[src/rtl/and_interlock_pkg.sv]
// and_interlock_pkg
// Shared definitions for the debounced AND interlock: the arming state
// machine's width and its state encodings.
//
// Build option: AND_INTERLOCK_TRIP_LATCH_EN (see and_interlock.sv) decides
// whether the TRIPPED encoding is ever reached; the encoding is always defined.
package and_interlock_pkg;

    localparam int ILK_STATE_W = 2;

    typedef enum logic [ILK_STATE_W-1:0] {
        IDLE    = 2'd0,
        ARMED   = 2'd1,
        TRIPPED = 2'd2
    } ilk_state_t;

endpackage

[src/rtl/and_interlock_ch_debounce.sv]
// ch_debounce
// Single-channel debouncer. The stable output flips only after DEBOUNCE
// consecutive samples that disagree with it; any agreeing sample restarts
// the count. A glitch shorter than DEBOUNCE samples is therefore invisible.
//
// Ports:
//   clk   - rising-edge clock
//   rst_n - synchronous active-low reset (clears count and output)
//   din   - raw, already-synchronised discrete input
//   dout  - debounced value (registered)
module ch_debounce #(
    parameter int DEBOUNCE = 8,
    parameter int CNT_W    = $clog2(DEBOUNCE + 1)
) (
    input  logic clk,
    input  logic rst_n,
    input  logic din,
    output logic dout
);

    // Count value on which the next disagreeing sample flips the output,
    // so the counter itself never holds DEBOUNCE.
    localparam logic [CNT_W-1:0] CNT_LAST = CNT_W'(DEBOUNCE - 1);

    logic [CNT_W-1:0] cnt_q;
    logic [CNT_W-1:0] cnt_d;
    logic             dout_q;
    logic             dout_d;

    // Next-state: count disagreeing samples, flip on the DEBOUNCE-th one.
    always_comb begin
        cnt_d  = cnt_q;
        dout_d = dout_q;
        if (din != dout_q) begin
            if (cnt_q == CNT_LAST) begin
                dout_d = ~dout_q;
                cnt_d  = {CNT_W{1'b0}};
            end else begin
                cnt_d  = cnt_q + CNT_W'(1);
            end
        end else begin
            cnt_d = {CNT_W{1'b0}};
        end
    end

    // State register with synchronous active-low reset.
    always_ff @(posedge clk) begin
        if (!rst_n) begin
            cnt_q  <= {CNT_W{1'b0}};
            dout_q <= 1'b0;
        end else begin
            cnt_q  <= cnt_d;
            dout_q <= dout_d;
        end
    end

    assign dout = dout_q;

endmodule

[src/rtl/and_interlock.sv]
// and_interlock
// N-channel debounced AND interlock. Each raw channel is debounced by its own
// ch_debounce instance, masked channels are forced true, and the AND of the
// result feeds a small arming FSM whose outputs are registered.
//
// Build option AND_INTERLOCK_TRIP_LATCH_EN:
//   defined   - an armed interlock that drops goes to TRIPPED and latches
//               trip until clear is sampled with the AND true again.
//   undefined - no TRIPPED state; a drop returns to IDLE and re-arms on its
//               own; trip is always 0 and clear is ignored.
//
// Ports:
//   clk       - rising-edge clock
//   rst_n     - synchronous active-low reset
//   en        - interlock enable, low forces IDLE
//   ch_in     - raw discrete inputs [N_CH]
//   mask      - 1 excludes the channel from the AND [N_CH]
//   clear     - trip acknowledge, level-sampled
//   ch_stable - debounced channel values [N_CH]
//   y         - registered interlock output, 1 only in ARMED
//   trip      - latched trip flag
//   state     - FSM state (IDLE=0, ARMED=1, TRIPPED=2)
module and_interlock
    import and_interlock_pkg::*;
#(
    parameter int N_CH     = 4,
    parameter int DEBOUNCE = 8,
    parameter int CNT_W    = $clog2(DEBOUNCE + 1)
) (
    input  logic                   clk,
    input  logic                   rst_n,
    input  logic                   en,
    input  logic [N_CH-1:0]        ch_in,
    input  logic [N_CH-1:0]        mask,
    input  logic                   clear,
    output logic [N_CH-1:0]        ch_stable,
    output logic                   y,
    output logic                   trip,
    output logic [ILK_STATE_W-1:0] state
);

    logic [N_CH-1:0] ch_stable_s;
    logic [N_CH-1:0] pass_s;
    logic            y_and_s;

    ilk_state_t state_q;
    ilk_state_t state_d;
    logic       y_q;
    logic       y_d;
    logic       trip_q;
    logic       trip_d;

    for (genvar i = 0; i < N_CH; i++) begin : g_ch
        ch_debounce #(
            .DEBOUNCE (DEBOUNCE),
            .CNT_W    (CNT_W)
        ) u_debounce (
            .clk   (clk),
            .rst_n (rst_n),
            .din   (ch_in[i]),
            .dout  (ch_stable_s[i])
        );
    end

    // A fully masked interlock must never pass, hence the extra term.
    assign pass_s  = ch_stable_s | mask;
    assign y_and_s = (&pass_s) & ~(&mask);

`ifndef AND_INTERLOCK_TRIP_LATCH_EN
    // Without the trip latch the acknowledge has no function.
    logic unused_clear_s;
    assign unused_clear_s = clear;
`endif

    // FSM state and registered outputs, synchronous active-low reset.
    always_ff @(posedge clk) begin
        if (!rst_n) begin
            state_q <= IDLE;
            y_q     <= 1'b0;
            trip_q  <= 1'b0;
        end else begin
            state_q <= state_d;
            y_q     <= y_d;
            trip_q  <= trip_d;
        end
    end

    // FSM next state; enable low overrides every other rule.
    always_comb begin
        state_d = state_q;
        if (!en) begin
            state_d = IDLE;
        end else begin
            case (state_q)
                IDLE: begin
                    if (y_and_s) begin
                        state_d = ARMED;
                    end else begin
                        state_d = IDLE;
                    end
                end
                ARMED: begin
                    if (!y_and_s) begin
`ifdef AND_INTERLOCK_TRIP_LATCH_EN
                        state_d = TRIPPED;
`else
                        state_d = IDLE;
`endif
                    end else begin
                        state_d = ARMED;
                    end
                end
`ifdef AND_INTERLOCK_TRIP_LATCH_EN
                TRIPPED: begin
                    // Acknowledge only counts once the interlock is whole again.
                    if (clear && y_and_s) begin
                        state_d = ARMED;
                    end else begin
                        state_d = TRIPPED;
                    end
                end
`endif
                default: begin
                    state_d = IDLE;
                end
            endcase
        end
    end

    // FSM outputs, decoded from the next state so they register alongside it.
    always_comb begin
        y_d    = (state_d == ARMED) ? 1'b1 : 1'b0;
`ifdef AND_INTERLOCK_TRIP_LATCH_EN
        trip_d = (state_d == TRIPPED) ? 1'b1 : 1'b0;
`else
        trip_d = 1'b0;
`endif
    end

    assign ch_stable = ch_stable_s;
    assign y         = y_q;
    assign trip      = trip_q;
    assign state     = state_q;

endmodule

[config.mk]
export PLATFORM = sky130hd
export DESIGN_NAME = and_interlock
export DESIGN_NICKNAME = d
export VERILOG_FILES = /design/src/rtl/and_interlock_pkg.sv /design/src/rtl/and_interlock_ch_debounce.sv /design/src/rtl/and_interlock.sv
export SDC_FILE = /design/constraint.sdc
export NUM_CORES = 1
export LEC_CHECK = 0
export CORE_UTILIZATION = 51
export CTS_CLUSTER_SIZE = 25
export DETAILED_ROUTE_END_ITERATION = 10
export GPL_ROUTABILITY_DRIVEN = 0
export PLACE_DENSITY_LB_ADDON = 0.12
export SLEW_MARGIN = 20
export SYNTH_ARGS = -nofsm -noshare
export SYNTH_HDL_FRONTEND = slang
export SYNTH_SLANG_ARGS = --single-unit
export TNS_END_PERCENT = 50
[constraint.sdc]
create_clock -name clk -period 2.5 [get_ports clk]
set_input_delay 0.5 -clock clk [delete_from_list [all_inputs] [get_ports clk]]
set_output_delay 0.5 -clock clk [all_outputs]
set_load 0.005 [all_outputs]
==> results.cfg, run 1 <==
[synth]
yosysUniqueCellTypes = 18
ys_warn_count = 0
synth_top_family_by_area = simple AND/OR/NAND/NOR gates
synth_compound_area_share_pct = 1.69
ys_seq_elements = 21
synth-simple-area-share_pct = 20.4
synthAdderAreaFrac_pct = 5.63
avgSynthCellArea_um2 = 9.76
seq_area_frac_synth_pct = 47.3
synth_top_area_share_pct = 47.3
synth_xor_area_share_pct = 11.8
netlist.top_cell.by_area = dfxtp_1
syn_area_um2 = 888
muxShareOfSynthArea_pct = 4.51
syn_inst = 91
synth.area.top_cells = dfxtp_1 47%, xor2_1 12%, buf_4 5.9%

[timing]
drv_slew = 0
clock-skew-final_ns = 0.00630
setup_ws_ns = 0.756
fin_crit_ns = 1.74
setup-violations-final = 0
post-route-period-util_pct = 69.8
setup_tns_ns = 0
whs_ns = 0.458
max_freq_ghz = 0.573
hold_viol_final = 0
rsz0062_at_grt = false

[floorplan]
num_rows = 14
die_h_um = 43.7
fp.coreArea_um2 = 1560
start_util_pct = 57.0
io_pins = 20
die_area_um2 = 1910
die_x_um = 43.7

[route]
drtPass1Iterations = 6
via_per_inst = 5.12
vias = 614
dr_wl_met2_um = 584
met1Wirelength_um = 609
ant_nets = 0
routed_wl_um = 1330
wl_per_cell_um = 11.1
drt_first_iter_violations = 6
routed.top_layer = met4
route.met3.wl_um = 102
drc = 4

[finish]
final_cell_mix = 21 x dfxtp_1, 16 x clkdlybuf4s50_1, 13 x nor2_1, 12 x xor2_1, 8 x nand3_1
layout.nets = 121
regArea_um2 = 420
multi_input_comb_area_um2 = 399
diodes = 0
fillers = 137
layout_commonest_cell = dfxtp_1
layout-drive-gt1-share_pct = 3.85
area_growth_pct = 17.2

[pwr]
p_total_uw = 546
peakVddDrop_mv = 0.265
leakage_nw = 0.485
p_per_area_nw_per_um2 = 525

[placed_design]
pre_cts_slack_ns = 0.902
hpwl_um = 988
portBuffers = 16

[critical_path]
cp_num_cells = 1
crit_slowest_cell = clkdlybuf4s50_1
slowest_delay_ns = 0.53
crit_path_max_fanout = 4
r2r_slack_ns = 1.43
r2r_cells = 4
crit_arrival_ns = 1.24
crit_chain = clkdlybuf4s50_1
cp_data_required_time_ns = 2.00
end_kind = output pin
cp-startpoint = g_ch[3].u_debounce.dout
critPathKind = flip-flop to output pin
critPathLaunchType = flip-flop
crit_family = buffers and inverters
timing.rr.start = g_ch[3].u_debounce.cnt_q[0]
crit_buf_inv = 1
rr_endpoint = g_ch[3].u_debounce.dout
endpoint = ch_stable[3]

[clock_network]
clk_pin_slew_ns = 0.10
clock_latency_ns = 0.30
cts_hold_buf = 0
cts_setup_buffers = 0
cts_max_path_buffers = 2
cts_buffers = 3
clock-sinks = 21
cts_root_buffer = clkbuf_4
cts_tree = yes
cts_resized = 0
cts_max_level = 1

[global_routing]
grt-ovfl-total = 0
grt_usage_pct = 18.3
first_global_vias = 618
grt_max_degree = 14
antenna_found_initial = 0
grt_pass1_wl_um = 2480

[flow_run]
cap_violations = 0

[run_status]
violations = DRC
status = complete, but fails checks

[worst_hold_path]
worstHoldPathType = flip-flop to flip-flop
worst min-delay path by stage:
stage,startpoint,endpoint,slack [ns],cells after the start
6_report,g_ch[3].u_debounce.cnt_q[0],g_ch[3].u_debounce.cnt_q[0],0.46,1
5_1_grt,g_ch[0].u_debounce.cnt_q[0],g_ch[0].u_debounce.cnt_q[0],0.48,1
4_1_cts,g_ch[3].u_debounce.cnt_q[0],g_ch[3].u_debounce.cnt_q[0],0.46,1
3_5_place_dp,g_ch[3].u_debounce.cnt_q[0],g_ch[3].u_debounce.cnt_q[0],0.44,1
3_3_place_gp,g_ch[1].u_debounce.cnt_q[0],g_ch[1].u_debounce.cnt_q[0],0.43,1
2_1_floorplan,g_ch[1].u_debounce.cnt_q[0],g_ch[1].u_debounce.cnt_q[0],0.42,1
metal layers:
metal | global-route usage, % | up-vias
met4 | 11.3 | 0
met5 | 0 | -
met3 | 6.67 | 5
met1 | 20.5 | 272
li1 | - | 318
met2 | 29.3 | 19
through the flow:
step | utilization, % | cells | area, µm²
CTS | 66.8 | 120 | 1040
global placement | 65.1 | 116 | 1010
detailed placement | 65.1 | 116 | 1010
finish | 66.8 | 120 | 1040
global route | 66.8 | 120 | 1040
floorplan | - | 92 | 892
registers in the layout, indices dropped and copies added (netlist names):
name and flops:
g_ch.u_debounce.dout 4, y 1, g_ch.u_debounce.cnt_q 16
power by group:
group	leakage [nW]	switching, mW	internal, mW
registers	0.170	0.00420	0.341
clock network	0.0150	0.0987	0.0623
logic	0.300	0.0169	0.0229
area by class of cell:
type	instances	share of cell area, %
Clock buffer	4	2.52
Inverter	4	1.44
Multi-Input combinational cell	59	38.3
Sequential cell	21	40.4
Tap cell	16	1.92
Timing Repair Buffer	16	15.4
synth_stat cells:
library cell,instances
mux2i_1,4
conb_1,1
ha_1,4
and3_2,1
nor3_1,1
o2111ai_1,1
buf_2,1
nand4_1,1
nand3b_1,4
and3_1,3
nor2_1,13
buf_4,7
o22ai_1,1
nor2b_1,4
dfxtp_1,21
inv_1,4
nand3_1,8
xor2_1,12
logic make-up after synthesis:
kind of cell | Yosys count
and+or+nand+nor | 35
other | 1
xor gates and xnor gates | 12
adders and majority gates | 4
AOI/OAI and AO/OA | 2
buffers and inverters | 12
muxes | 4
DFF | 21
No activity file was read; power rests on OpenSTA's default activity.
==> inputs of run 2 (changes only) <==
- CORE_UTILIZATION: 51 -> 47
- clock period: 2.5 -> 1.62 ns (I/O delays scaled with it)
==> results.cfg, run 2 (synthesis results as in run 1) <==
[run_status]
status = finished clean

[global_routing]
grt_max_degree = 14
grt-ovfl-total = 0
grt_usage_pct = 14.0
global_route.usage.met3_pct = 3.97
use_met2_pct = 18.9
antenna_found_initial = 0
grt_use_met1_pct = 20.0
busiest_layer = met1
first_global_vias = 508
grt_pass1_wl_um = 2060

[pwr]
p_clk_share_pct = 28.7
leakage_nw = 0.485
internal_power_uw = 657
p_switching_uw = 176
combPwrFrac_pct = 7.4
switching_share_pct = 21.1
pwr-share-seq_pct = 63.9
p_per_area_nw_per_um2 = 792
peakVddDrop_mv = 0.387

[clock_network]
cts_max_path_buffers = 2
clock_latency_ns = 0.29
cts_root_buffer = clkbuf_4
cts_tree = yes
cts_buffers = 3
cts_max_level = 1
cts_resized = 0
clock-sinks = 21
clk_pin_slew_ns = 0.11
cts_setup_buffers = 0
cts_hold_buf = 0

[route]
drt_first_iter_violations = 7
drtPass1Iterations = 2
wl_per_cell_um = 9.93
via_per_inst = 4.55
drc = 0
ant_nets = 0
vias = 587
routed_wl_um = 1280

[placed_design]
portBuffers = 16
post-place-cells = 125
hpwl_um = 982

[finish]
finalNonFillerCells = 129
layout-drive-gt1-share_pct = 3.85
diodes = 0
largest_reg_flops = 16
top_register = g_ch.u_debounce.cnt_q
area_growth_pct = 18.5
final_cell_mix = 21 x dfxtp_1, 16 x clkdlybuf4s50_1, 13 x nor2_1, 12 x xor2_1, 8 x nand3_1
layout.nets = 121
fin_util_pct = 60.3
layout_commonest_cell = dfxtp_1

[floorplan]
die_x_um = 45.5
die_area_um2 = 2070
die_h_um = 45.5
io_pins = 20
num_rows = 15
fp.coreArea_um2 = 1750
start_util_pct = 50.9

[critical_path]
crit_chain = clkdlybuf4s50_1
critPathKind = flip-flop to output pin
cp_data_required_time_ns = 1.30
timing.rr.start = g_ch[3].u_debounce.cnt_q[0]
cp-startpoint = g_ch[2].u_debounce.dout
r2r_cells = 4
end_kind = output pin
rr_endpoint = g_ch[3].u_debounce.dout
crit_slowest_cell = clkdlybuf4s50_1
critPathLaunchType = flip-flop
slowest_delay_ns = 0.53
crit_family = buffers and inverters
crit_path_max_fanout = 4
cp_num_cells = 1
endpoint = ch_stable[2]
crit_arrival_ns = 1.24
crit_buf_inv = 1
r2r_slack_ns = 0.58

[timing]
setup-violations-final = 0
whs_ns = 0.451
max_freq_ghz = 0.641
rsz0062_at_grt = false
clock-skew-final_ns = 0.00594
hold_viol_final = 0
drv_slew = 0
post-route-period-util_pct = 96.2
fin_crit_ns = 1.56
setup_tns_ns = 0

[flow_run]
cap_violations = 0

[worst_hold_path]
worstHoldPathType = flip-flop to flip-flop
==> run 2: cell counts in the layout (fill, tap and decap cells not counted) <==
No cell type changed its count.
==> run 2: area by class of cell <==
type                            count  area [µm²]
Fill cell                         168         693
Sequential cell                    21         420
Multi-Input combinational cell     59         399
Timing Repair Buffer               16         160
Tap cell                           25        31.3
Clock buffer                        4        26.3
Inverter                            4        15.0
==> run 2: stage by stage <==
step,total power [mW],instance area (µm²),setup slack (ns)
floorplan,0.575,892,0.653
global placement,0.605,1030,0.202
detailed placement,0.606,1030,0.188
CTS,0.846,1050,0.0404
global route,0.881,1050,0.00103
finish,0.833,1050,0.0610
==> run 2: power groups by stage <==
stage | logic (mW) | registers [mW] | clock network, mW
floorplan | 0.0316 | 0.544 | 0
global placement | 0.0602 | 0.544 | 0
detailed placement | 0.0611 | 0.545 | 0
CTS | 0.0616 | 0.533 | 0.251
global route | 0.0702 | 0.534 | 0.276
finish | 0.0613 | 0.533 | 0.239
==> run 2: worst min path at each step <==
stage / from / to / cells after the start
3_5_place_dp: g_ch[0].u_debounce.cnt_q[0] / g_ch[0].u_debounce.cnt_q[0] / 1
3_3_place_gp: g_ch[2].u_debounce.cnt_q[0] / g_ch[2].u_debounce.cnt_q[0] / 1
2_1_floorplan: g_ch[1].u_debounce.cnt_q[0] / g_ch[1].u_debounce.cnt_q[0] / 1
5_1_grt: g_ch[0].u_debounce.cnt_q[0] / g_ch[0].u_debounce.cnt_q[0] / 1
6_report: g_ch[3].u_debounce.cnt_q[0] / g_ch[3].u_debounce.cnt_q[0] / 1
4_1_cts: g_ch[0].u_debounce.cnt_q[0] / g_ch[0].u_debounce.cnt_q[0] / 1
==> run 2: layer usage <==
metal	vias up	part of all wire [%]
li1	319	-
met2	18	39
met5	-	0
met4	0	0.47
met3	2	6.2
met1	248	54
==> inputs of run 3 (changes only) <==
- CORE_MARGIN: not set -> 2
- REMOVE_ABC_BUFFERS: not set -> 1
- SKIP_CTS_REPAIR_TIMING: not set -> 1
==> results.cfg, run 3 (synthesis results as in run 1) <==
[global_routing]
global_route.usage.met3_pct = 4.53
grt_use_met1_pct = 19.8
grt_usage_pct = 15.1
grt_pass1_wl_um = 2280
grt-ovfl-total = 0
busiest_layer = met2
antenna_found_initial = 0
grt_max_degree = 14
use_met2_pct = 21.4
first_global_vias = 551

[clock_network]
cts_root_buffer = clkbuf_4
clock_latency_ns = 0.29
cts_max_level = 1
cts_buffers = 3
cts_tree = yes
clock-sinks = 21
clk_pin_slew_ns = 0.11
cts_max_path_buffers = 2

[floorplan]
fp.coreArea_um2 = 1750
start_util_pct = 50.9
die_area_um2 = 2250
die_h_um = 47.5
io_pins = 20
num_rows = 15
die_x_um = 47.5

[flow_run]
cap_violations = 0

[route]
via_per_inst = 4.67
vias = 602
drtPass1Iterations = 2
routed_wl_um = 1280
drt_first_iter_violations = 3
wl_per_cell_um = 9.91
drc = 0
ant_nets = 0

[critical_path]
crit_path_max_fanout = 4
crit_family = buffers and inverters
r2r_cells = 4
r2r_slack_ns = 0.56
cp-startpoint = g_ch[2].u_debounce.dout
end_kind = output pin
crit_buf_inv = 1
crit_arrival_ns = 1.21
slowest_delay_ns = 0.53
crit_chain = clkdlybuf4s50_1
critPathLaunchType = flip-flop
cp_num_cells = 1
critPathKind = flip-flop to output pin
cp_data_required_time_ns = 1.30
timing.rr.start = g_ch[1].u_debounce.cnt_q[0]
crit_slowest_cell = clkdlybuf4s50_1

[timing]
rsz0062_at_grt = false
setup_tns_ns = 0
clock-skew-final_ns = 0.000873
hold_viol_final = 0
max_freq_ghz = 0.651
post-route-period-util_pct = 94.8
fin_crit_ns = 1.54
setup-violations-final = 0
drv_slew = 0
whs_ns = 0.453
setup_ws_ns = 0.0842

[finish]
layout-drive-gt1-share_pct = 6.73
finalNonFillerCells = 129
fin_util_pct = 60.5
layout_commonest_cell = dfxtp_1
area_growth_pct = 18.9
largest_reg_flops = 16
layout.nets = 121
top_register = g_ch.u_debounce.cnt_q
diodes = 0
final_cell_mix = 18 x dfxtp_1, 16 x clkdlybuf4s50_1, 13 x nor2_1, 12 x xor2_1, 8 x nand3_1

[pwr]
p_per_area_nw_per_um2 = 789
leakage_nw = 0.487
peakVddDrop_mv = 0.468

[run_status]
status = finished clean

[placed_design]
post-place-cells = 125
portBuffers = 16
pre_cts_slack_ns = 0.183
hpwl_um = 1040

[worst_hold_path]
worstHoldPathType = flip-flop to flip-flop
holdPathStages = 1
hp-start = g_ch[3].u_debounce.cnt_q[0]
-- run 3: cell counts in the layout (fill, tap and decap cells not counted) --
Identical to the previous run, type by type.
-- run 3: path summary, 6_finish.rpt --
kind	endpoint
max	ch_stable[2]
min	g_ch[3].u_debounce.cnt_q[0]
min reg2reg	g_ch[3].u_debounce.cnt_q[0]
max reg2reg	g_ch[1].u_debounce.dout
-- run 3: area by class of cell --
| type | instances | area (µm²) |
|---|---|---|
| inverters | 4 | 15.0 |
| fillers | 172 | 689 |
| flip-flops and latches | 21 | 424 |
| repair buffers | 16 | 160 |
| clock buffers | 4 | 26.3 |
| well taps | 25 | 31.3 |
| multi-input cells | 59 | 399 |
-- run 3: worst register-to-register path, cell delays in order (launching register included) --
cell      delay (ns)
dfxtp_1         0.34
ha_1            0.22
nand3b_1        0.13
mux2i_1         0.21
nor2b_1         0.06
-- run 3: per-layer routing --
metal  vias to the layer above  part of all wire, %
met2                        19                   39
met1                       262                   51
met3                         2                  7.8
met4                         0                  1.7
li1                        319                    -
met5                         -                    0
-- run 3: per-stage QoR --
stage	total power, mW	instance area, µm²
final	0.833	1060
after CTS	0.846	1050
after global routing	0.880	1060
after global placement	0.604	1030
after floorplan	0.569	835
after detailed placement	0.607	1030
-- run 3: power by group --
group / leakage [nW] / switching, mW / internal, mW
registers: 0.172 / 0.00665 / 0.526
clock network: 0.0150 / 0.143 / 0.0956
logic: 0.300 / 0.0258 / 0.0353
